File: config.mk
export PLATFORM = sky130hd
export DESIGN_NAME = pc_flag_sequencer
export DESIGN_NICKNAME = d
export VERILOG_FILES = /design/src/rtl/pc_flag_sequencer_pkg.sv /design/src/rtl/pc_flag_sequencer_branch_lut.sv /design/src/rtl/pc_flag_sequencer.sv
export SDC_FILE = /design/constraint.sdc
export NUM_CORES = 1
export LEC_CHECK = 0
export BUFFER_PORTS_ARGS = -buffer_cell sky130_fd_sc_hd__buf_2
export CAP_MARGIN = 20
export CORE_ASPECT_RATIO = 0.6
export CORE_MARGIN = 2
export CORE_UTILIZATION = 45
export CTS_CLUSTER_DIAMETER = 120
export CTS_CLUSTER_SIZE = 20
export DETAILED_ROUTE_END_ITERATION = 6
export PLACE_DENSITY_LB_ADDON = 0.3
export SLEW_MARGIN = 10
export SYNTH_ARGS = -nofsm -noshare
export SYNTH_HDL_FRONTEND = slang
export SYNTH_SLANG_ARGS = --single-unit
File: constraint.sdc
create_clock -name CLK -period 2.6 [get_ports CLK]
set_input_delay 0.39 -clock CLK [delete_from_list [all_inputs] [get_ports CLK]]
set_output_delay 0.39 -clock CLK [all_outputs]
set_load 0.02 [all_outputs]
File: src/rtl/pc_flag_sequencer_pkg.sv
// Shared types and default widths for the PC / flag sequencer.
package pc_flag_sequencer_pkg;

  localparam int PC_W_DEF   = 10;
  localparam int LUT_AW_DEF = 4;
  localparam int CNT_W_DEF  = 16;

  typedef enum logic [1:0] {
    ST_IDLE = 2'd0,
    ST_RUN  = 2'd1,
    ST_DONE = 2'd2
  } seq_state_t;

endpackage

File: src/rtl/pc_flag_sequencer_branch_lut.sv
// Branch-target table: 2**LUT_AW entries of absolute PCs, synchronous write and
// clear, combinational read.
module pc_flag_sequencer_branch_lut
  import pc_flag_sequencer_pkg::*;
#(
  parameter int PC_W   = PC_W_DEF,
  parameter int LUT_AW = LUT_AW_DEF
) (
  input  logic              clk,
  input  logic              rst_n,
  input  logic              we,
  input  logic [LUT_AW-1:0] waddr,
  input  logic [PC_W-1:0]   wdata,
  input  logic [LUT_AW-1:0] raddr,
  output logic [PC_W-1:0]   rdata
);

  logic [PC_W-1:0] mem [2**LUT_AW];

  always_ff @(posedge clk) begin
    if (!rst_n) begin
      for (int i = 0; i < 2**LUT_AW; i++) mem[i] <= '0;
    end else if (we) begin
      mem[waddr] <= wdata;
    end
  end

  assign rdata = mem[raddr];

endmodule

File: src/rtl/pc_flag_sequencer.sv
// Program sequencer: owns PC, FLAG and OVERFLOW for the ALU, selects the next PC
// (sequential or table branch) and runs the START -> RUN -> DONE handshake.
module pc_flag_sequencer
  import pc_flag_sequencer_pkg::*;
#(
  parameter int PC_W   = PC_W_DEF,
  parameter int LUT_AW = LUT_AW_DEF,
  parameter int CNT_W  = CNT_W_DEF
) (
  input  logic              CLK,
  input  logic              RESET_N,
  input  logic              START,
  input  logic [PC_W-1:0]   START_ADDR,
  input  logic              INSTR_HALT,
  input  logic [LUT_AW-1:0] BR_IDX,
  input  logic              ALU_FLAG_OUT,
  input  logic              ALU_OVERFLOW_OUT,
  input  logic              FLAG_BRANCH_EN,
  input  logic              LUT_WE,
  input  logic [LUT_AW-1:0] LUT_WADDR,
  input  logic [PC_W-1:0]   LUT_WDATA,
  output logic [PC_W-1:0]   PC,
  output logic              FLAG_IN,
  output logic              OVERFLOW_IN,
  output logic              BUSY,
  output logic              DONE,
  output logic [CNT_W-1:0]  CYCLE_CT
);

  function automatic logic [CNT_W-1:0] sat_inc(input logic [CNT_W-1:0] v);
    return (&v) ? v : v + CNT_W'(1);
  endfunction

  seq_state_t       state_q, state_d;
  logic [PC_W-1:0]  pc_q, pc_d;
  logic             flag_q, flag_d;
  logic             ovf_q, ovf_d;
  logic [CNT_W-1:0] cnt_q, cnt_d;
  logic [PC_W-1:0]  lut_target;
  logic             lut_we_ok;

  // Table is frozen while a program is executing.
  assign lut_we_ok = LUT_WE && (state_q != ST_RUN);

  pc_flag_sequencer_branch_lut #(
    .PC_W   (PC_W),
    .LUT_AW (LUT_AW)
  ) u_lut (
    .clk   (CLK),
    .rst_n (RESET_N),
    .we    (lut_we_ok),
    .waddr (LUT_WADDR),
    .wdata (LUT_WDATA),
    .raddr (BR_IDX),
    .rdata (lut_target)
  );

  always_comb begin
    state_d = state_q;
    pc_d    = pc_q;
    flag_d  = flag_q;
    ovf_d   = ovf_q;
    cnt_d   = cnt_q;
    case (state_q)
      ST_RUN: begin
        cnt_d = sat_inc(cnt_q);
        // Halt takes priority over a simultaneous branch and freezes the flags.
        if (INSTR_HALT) begin
          state_d = ST_DONE;
        end else begin
          flag_d = ALU_FLAG_OUT;
          ovf_d  = ALU_OVERFLOW_OUT;
          pc_d   = FLAG_BRANCH_EN ? lut_target : pc_q + PC_W'(1);
        end
      end
      default: begin
        if (START) begin
          state_d = ST_RUN;
          pc_d    = START_ADDR;
          flag_d  = 1'b0;
          ovf_d   = 1'b0;
          cnt_d   = '0;
        end
      end
    endcase
  end

  always_ff @(posedge CLK) begin
    if (!RESET_N) begin
      state_q <= ST_IDLE;
      pc_q    <= '0;
      flag_q  <= 1'b0;
      ovf_q   <= 1'b0;
      cnt_q   <= '0;
    end else begin
      state_q <= state_d;
      pc_q    <= pc_d;
      flag_q  <= flag_d;
      ovf_q   <= ovf_d;
      cnt_q   <= cnt_d;
    end
  end

  assign PC          = pc_q;
  assign FLAG_IN     = flag_q;
  assign OVERFLOW_IN = ovf_q;
  assign BUSY        = (state_q == ST_RUN);
  assign DONE        = (state_q == ST_DONE);
  assign CYCLE_CT    = cnt_q;

endmodule

==> results.json, run 1 <==
{
  "final_common_cell": "and2_1",
  "synth_cell_types": 61,
  "overflow": 0,
  "ys_async_sr_fraction_pct": 0,
  "clock-sinks": 190,
  "die_y_um": 114,
  "hold_violations": 0,
  "hpwl_mm": 17.1,
  "worstSetupPathType": "register to register",
  "reg2reg_slack_ns": 0.40,
  "power_density_nw_per_um2": 636,
  "antennaDiodeCount": 0,
  "synth_edf_count": 160,
  "drive_gt1_share_pct": 21.4,
  "slew_headroom_pct": 48.9,
  "fmax_ghz": 0.454,
  "drc": 0,
  "wl_per_cell_um": 23.4,
  "post_cts_buffers": 0,
  "design.final.nets": 807,
  "rr_endpoint": "u_lut.mem[4][5]",
  "path_clk_slew_ns": 0.07,
  "cpLargestDelayFamily": "simple AND/OR/NAND/NOR gates",
  "crit_path_end": "u_lut.mem[4][5]",
  "path_cells": "nand2b_2, inv_1, nor2_1, nand3b_1, nor3_1, nand2b_1",
  "worst_pin_slew_ns": 0.763,
  "endpoint_kind": "register",
  "start_util_pct": 45.6,
  "synth_seq_cells": 190,
  "port_buffers": 65,
  "coreArea_sq_um": 19900,
  "cp.arrival_ns": 2.29,
  "drtIter0Drc": 886,
  "clk_latency_ns": 0.45,
  "cp_slowest_stage_delay_ns": 0.53,
  "synth_nets": 727,
  "seq_area_frac_synth_pct": 59.5,
  "worstRegToRegCells": 6,
  "ctsHoldBuffers": 0,
  "crit_path_start_kind": "register",
  "post-route-period-util_pct": 84.7,
  "antenna_found_initial": 3,
  "ys.flop_type": "edfxtp_1",
  "crit_path_start": "state_q[1]",
  "yosysWarnings": 0,
  "track_usage_pct": 23.9,
  "drv_cap": 0,
  "ctsResizeCount": 0,
  "p_leak_nw": 3.94,
  "period_minus_slack_ns": 2.20,
  "outcome": "complete, no violations",
  "num-fill-cells": 1709,
  "die_area_sq_um": 21400,
  "cts-root-buf": "clkbuf_16",
  "ir_worst_vdd_uv": 493,
  "r2r-start": "state_q[1]",
  "required_ns": 2.69,
  "min_path_type": "primary input to register",
  "num_io_pins": 66,
  "cts_made_buffers": 17,
  "cp_slowest_cell": "nand2b_1",
  "path_buf_inv": 1,
  "tns_ns": 0,
  "via_count": 6225,
  "antenna_left": 0,
  "cp.depth": 6,
  "slew_violations": 0,
  "avgSynthCellArea_sq_um": 13.2,
  "grt_pass1_vias": 5920,
  "netlist_area_sq_um": 9090,
  "rsz0062_at_grt": "false",
  "rows": 40,
  "wl_mm": 24.7,
  "viasPerCell": 5.90,
  "cts_tree": "yes",
  "clockBufferDepth": 2,
  "multi_input_area_sq_um": 3490,
  "cp_max_fo": 10,
  "drt_first_pass_iters": 5,
  "htree_levels": 4,
  "seqCellArea_sq_um": 5410,
  "fin_skew_ns": 0.00770,
  "globalplace.congestion": 0.919,
  "grt_pass1_wl_mm": 37.0,
  "grt_max_degree": 48,
  "mostFrequentLayoutCells": "and2_1, edfxtp_1, buf_2",
  "syn2layout_area_growth_pct": 14.4,
  "die_x_um": 187,
  "setup_violations": 0,
  "fin_total_pwr_mw": 6.61,
  "syn_inst": 689
}
[where the power goes]
group	switching (mW)	total [mW]	internal, mW
clock network	1.26	2.52	1.26
registers	0.0678	3.47	3.40
logic	0.395	0.620	0.225
[cells by family (layout without fill, tap and decap cells)]
| logic type | count (synthesis) | after routing | synth area share, % |
|---|---|---|---|
| mux | 58 | 58 | 11.6 |
| simple gates | 296 | 296 | 19.0 |
| xor+xnor | 7 | 7 | 0.675 |
| buf+inv | 42 | 135 | 2.12 |
| flops | 190 | 190 | 59.5 |
| fa+ha+maj | 2 | 2 | 0.275 |
| compound gates | 94 | 94 | 6.89 |
[through the flow]
stage / std cells / hold slack [ns] / cell area, sq um / setup slack [ns] / util (%)
finish: 1055 / 0.211 / 10400 / 0.397 / 52.2
global route: 1055 / 0.235 / 10400 / 0.239 / 52.2
CTS: 1055 / 0.199 / 10400 / 0.414 / 52.2
detailed placement: 1023 / 0.497 / 9840 / 0.224 / 49.4
global placement: 1023 / 0.468 / 9840 / 0.231 / 49.4
floorplan: 689 / 0.480 / 9090 / 0.276 / -
[cells in the mapped netlist, types with 3 or more instances]
master / number / area [sq um]
and2_1: 165 / 1030
edfxtp_1: 160 / 4800
o21ai_0: 31 / 155
dfxtp_1: 30 / 601
mux4_2: 29 / 653
nor2_1: 27 / 101
nand2_1: 26 / 97.6
clkbuf_1: 21 / 78.8
mux2i_1: 16 / 160
nand3_1: 16 / 80.1
a21oi_1: 13 / 65.1
buf_2: 9 / 45.0
nand2b_1: 9 / 56.3
nor3_1: 9 / 45.0
nor2b_1: 8 / 50.1
mux2_2: 7 / 78.8
a22o_1: 6 / 52.6
and3_1: 6 / 37.5
and4_1: 6 / 52.6
mux4_1: 6 / 158
nand4_1: 6 / 37.5
xnor2_1: 6 / 52.6
a211oi_1: 5 / 37.5
inv_1: 4 / 15.0
o221ai_1: 4 / 35.0
a31oi_1: 3 / 18.8
buf_4: 3 / 22.5
nand3b_1: 3 / 22.5
o211ai_1: 3 / 22.5
o22ai_1: 3 / 18.8
or3_1: 3 / 18.8
or4_1: 3 / 22.5
[area by class of cell]
cell class              instances  share of cell area [%]
repair buffers                 98                    5.63
inverters                       5                   0.181
flip-flops and latches        190                    52.0
well taps                     273                    3.29
multi-input cells             457                    33.6
clock inverters                15                    1.25
clock buffers                  17                    4.09
[tightest hold or removal path: stages]
cell and delay (ns):
buf_2 0.08, a22oi_1 0.05, nor2b_1 0.09
[how the worst min path moves through the flow]
stage	end	from	slack, ns	cells after the start
2_1_floorplan	state_q[0]	INSTR_HALT	0.48	1
5_1_grt	FLAG_IN	ALU_FLAG_OUT	0.23	3
6_report	FLAG_IN	ALU_FLAG_OUT	0.21	3
4_1_cts	FLAG_IN	ALU_FLAG_OUT	0.20	3
3_3_place_gp	CYCLE_CT[15]	CYCLE_CT[15]	0.47	2
3_5_place_dp	CYCLE_CT[15]	CYCLE_CT[15]	0.50	2
[per-layer routing]
layer  vias to the layer above  wire, um  track usage [%]
li1                       2751         -                -
met1                      3097     11400             36.5
met2                       358     10100             32.8
met3                        19      2920             7.88
met4                         0       267             5.30
met5                         -         0                0
[sequential cells by signal, summed over array words and instances (netlist names)]
| signal | cells |
|---|---|
| CYCLE_CT | 16 |
| FLAG_IN | 1 |
| OVERFLOW_IN | 1 |
| PC | 10 |
| state_q | 2 |
| u_lut.mem | 160 |
(Power assumes the default switching activity.)
==> run 2: changes to the inputs <==
Clock period 2.6 ns to 2.1 ns, I/O delays scaled along.
==> run 2 against run 1 <==
Compared with the run above: fmax increased by 5.9%; die area unchanged; critical path depth stayed put; first-iteration DRC count decreased by 2.0%; setup slack got worse by 0.38 ns; non-clock buffer count grew 40; sequential share of layout area decreased by 1.8 points; register-to-register slack lost 0.38 ns; core utilization up 1.9 points.
==> results.json, run 2 (synthesized netlist as in run 1, its figures left out) <==
{
  "mostFrequentLayoutCells": "and2_1, edfxtp_1, buf_4",
  "design.final.nets": 847,
  "die_y_um": 114,
  "via_count": 6378,
  "slew_violations": 0,
  "clock-sinks": 190,
  "ctsHoldBuffers": 0,
  "grt_pass1_vias": 6142,
  "syn2layout_area_growth_pct": 18.6,
  "drc": 0,
  "coreArea_sq_um": 19900,
  "largest_reg_flops": 160,
  "clockBufferDepth": 2,
  "cp_max_fo": 10,
  "design_area_sq_um": 10800,
  "rsz0062_at_grt": "true",
  "clk_latency_ns": 0.44,
  "cts-root-buf": "clkbuf_16",
  "htree_levels": 4,
  "setup_violations": 0,
  "largest_register": "u_lut.mem",
  "slew_headroom_pct": 43.6,
  "drt_first_pass_iters": 5,
  "worst_pin_slew_ns": 0.843,
  "drive_gt1_share_pct": 25.1,
  "tns_ns": 0,
  "fmax_ghz": 0.481,
  "globalplace.congestion": 0.974,
  "antenna_found_initial": 0,
  "place_inst": 1063,
  "drv_cap": 0,
  "ir_worst_vdd_uv": 593,
  "ctsResizeCount": 2,
  "fin_skew_ns": 0.00822,
  "viasPerCell": 5.82,
  "crit_path_start_kind": "register",
  "path_clk_slew_ns": 0.06,
  "hpwl_mm": 18.0,
  "final_common_cell": "and2_1",
  "pre_cts_ws_ns": -0.0758,
  "p_leak_nw": 4.16,
  "cp.arrival_ns": 2.38,
  "num_io_pins": 66,
  "period_minus_slack_ns": 2.08,
  "worstRegToRegCells": 6,
  "overflow": 0,
  "antennaDiodeCount": 0,
  "port_buffers": 65,
  "antenna_left": 0,
  "hold_violations": 0,
  "final_util_pct": 54.1,
  "cts_made_buffers": 17,
  "grt_pass1_wl_mm": 37.4,
  "worstSetupPathType": "register to register",
  "hold_slack_ns": 0.158,
  "start_util_pct": 45.6,
  "wl_per_cell_um": 22.6,
  "stdcell_count": 1095,
  "min_path_type": "primary input to register",
  "track_usage_pct": 24.0,
  "grt_max_degree": 48,
  "required_ns": 2.40,
  "fin_total_pwr_mw": 8.30,
  "cts_tree": "yes",
  "post-route-period-util_pct": 99.1,
  "die_area_sq_um": 21400,
  "outcome": "complete, no violations",
  "die_x_um": 187,
  "post_cts_buffers": 0,
  "hold_depth": 3,
  "rows": 40,
  "wl_mm": 24.7,
  "place_area_sq_um": 10200,
  "power_density_nw_per_um2": 770,
  "drtIter0Drc": 868,
  "final.setup.worst_slack_ns": 0.0198,
  "endpoint_kind": "register"
}
-- run 2: cell types whose count changed in the layout (fill, tap and decap cells not counted), moves of 3 or more --
cell | before | now
o21ai_1 | 0 | 6
inv_8 | 3 | 0
clkbuf_1 | 0 | 4
o21ai_0 | 31 | 25
buf_12 | 1 | 4
buf_4 | 32 | 69
inv_6 | 4 | 1
-- run 2: critical path, stage by stage (launching register included) --
cell,delay [ns]
dfxtp_1,0.34
nand2b_2,0.13
inv_1,0.10
nor2_2,0.22
nand3b_1,0.22
nor2_1,0.71
and2_1,0.23
-- run 2: cell type report --
cell class / count / area, sq um
Multi-Input combinational cell: 457 / 3510
Timing Repair Buffer: 138 / 923
Fill cell: 1672 / 9150
Clock buffer: 22 / 454
Inverter: 5 / 18.8
Sequential cell: 190 / 5410
Clock inverter: 10 / 118
Tap cell: 273 / 342
-- run 2: worst paths after layout --
kind | from | to | slack, ns
hold reg to reg | CYCLE_CT[15] | CYCLE_CT[15] | 0.51
setup reg to reg | state_q[1] | u_lut.mem[5][8] | 0.02
hold / removal | ALU_FLAG_OUT | FLAG_IN | 0.16
setup / recovery | state_q[1] | u_lut.mem[5][8] | 0.02
-- run 2: routing by layer --
layer,vias to the layer above,GRT usage (%),part of all wire (%)
met5,-,0,0
met4,0,5.98,0.80
met3,19,7.78,11
met2,346,33.0,41
met1,3179,36.4,46
li1,2834,-,-
-- run 2: where the power goes --
group	internal [mW]	leakage, nW	total, mW	switching, mW
clock	1.79	0.267	3.17	1.38
combinational	0.325	1.98	0.821	0.495
sequential	4.22	1.91	4.31	0.0892
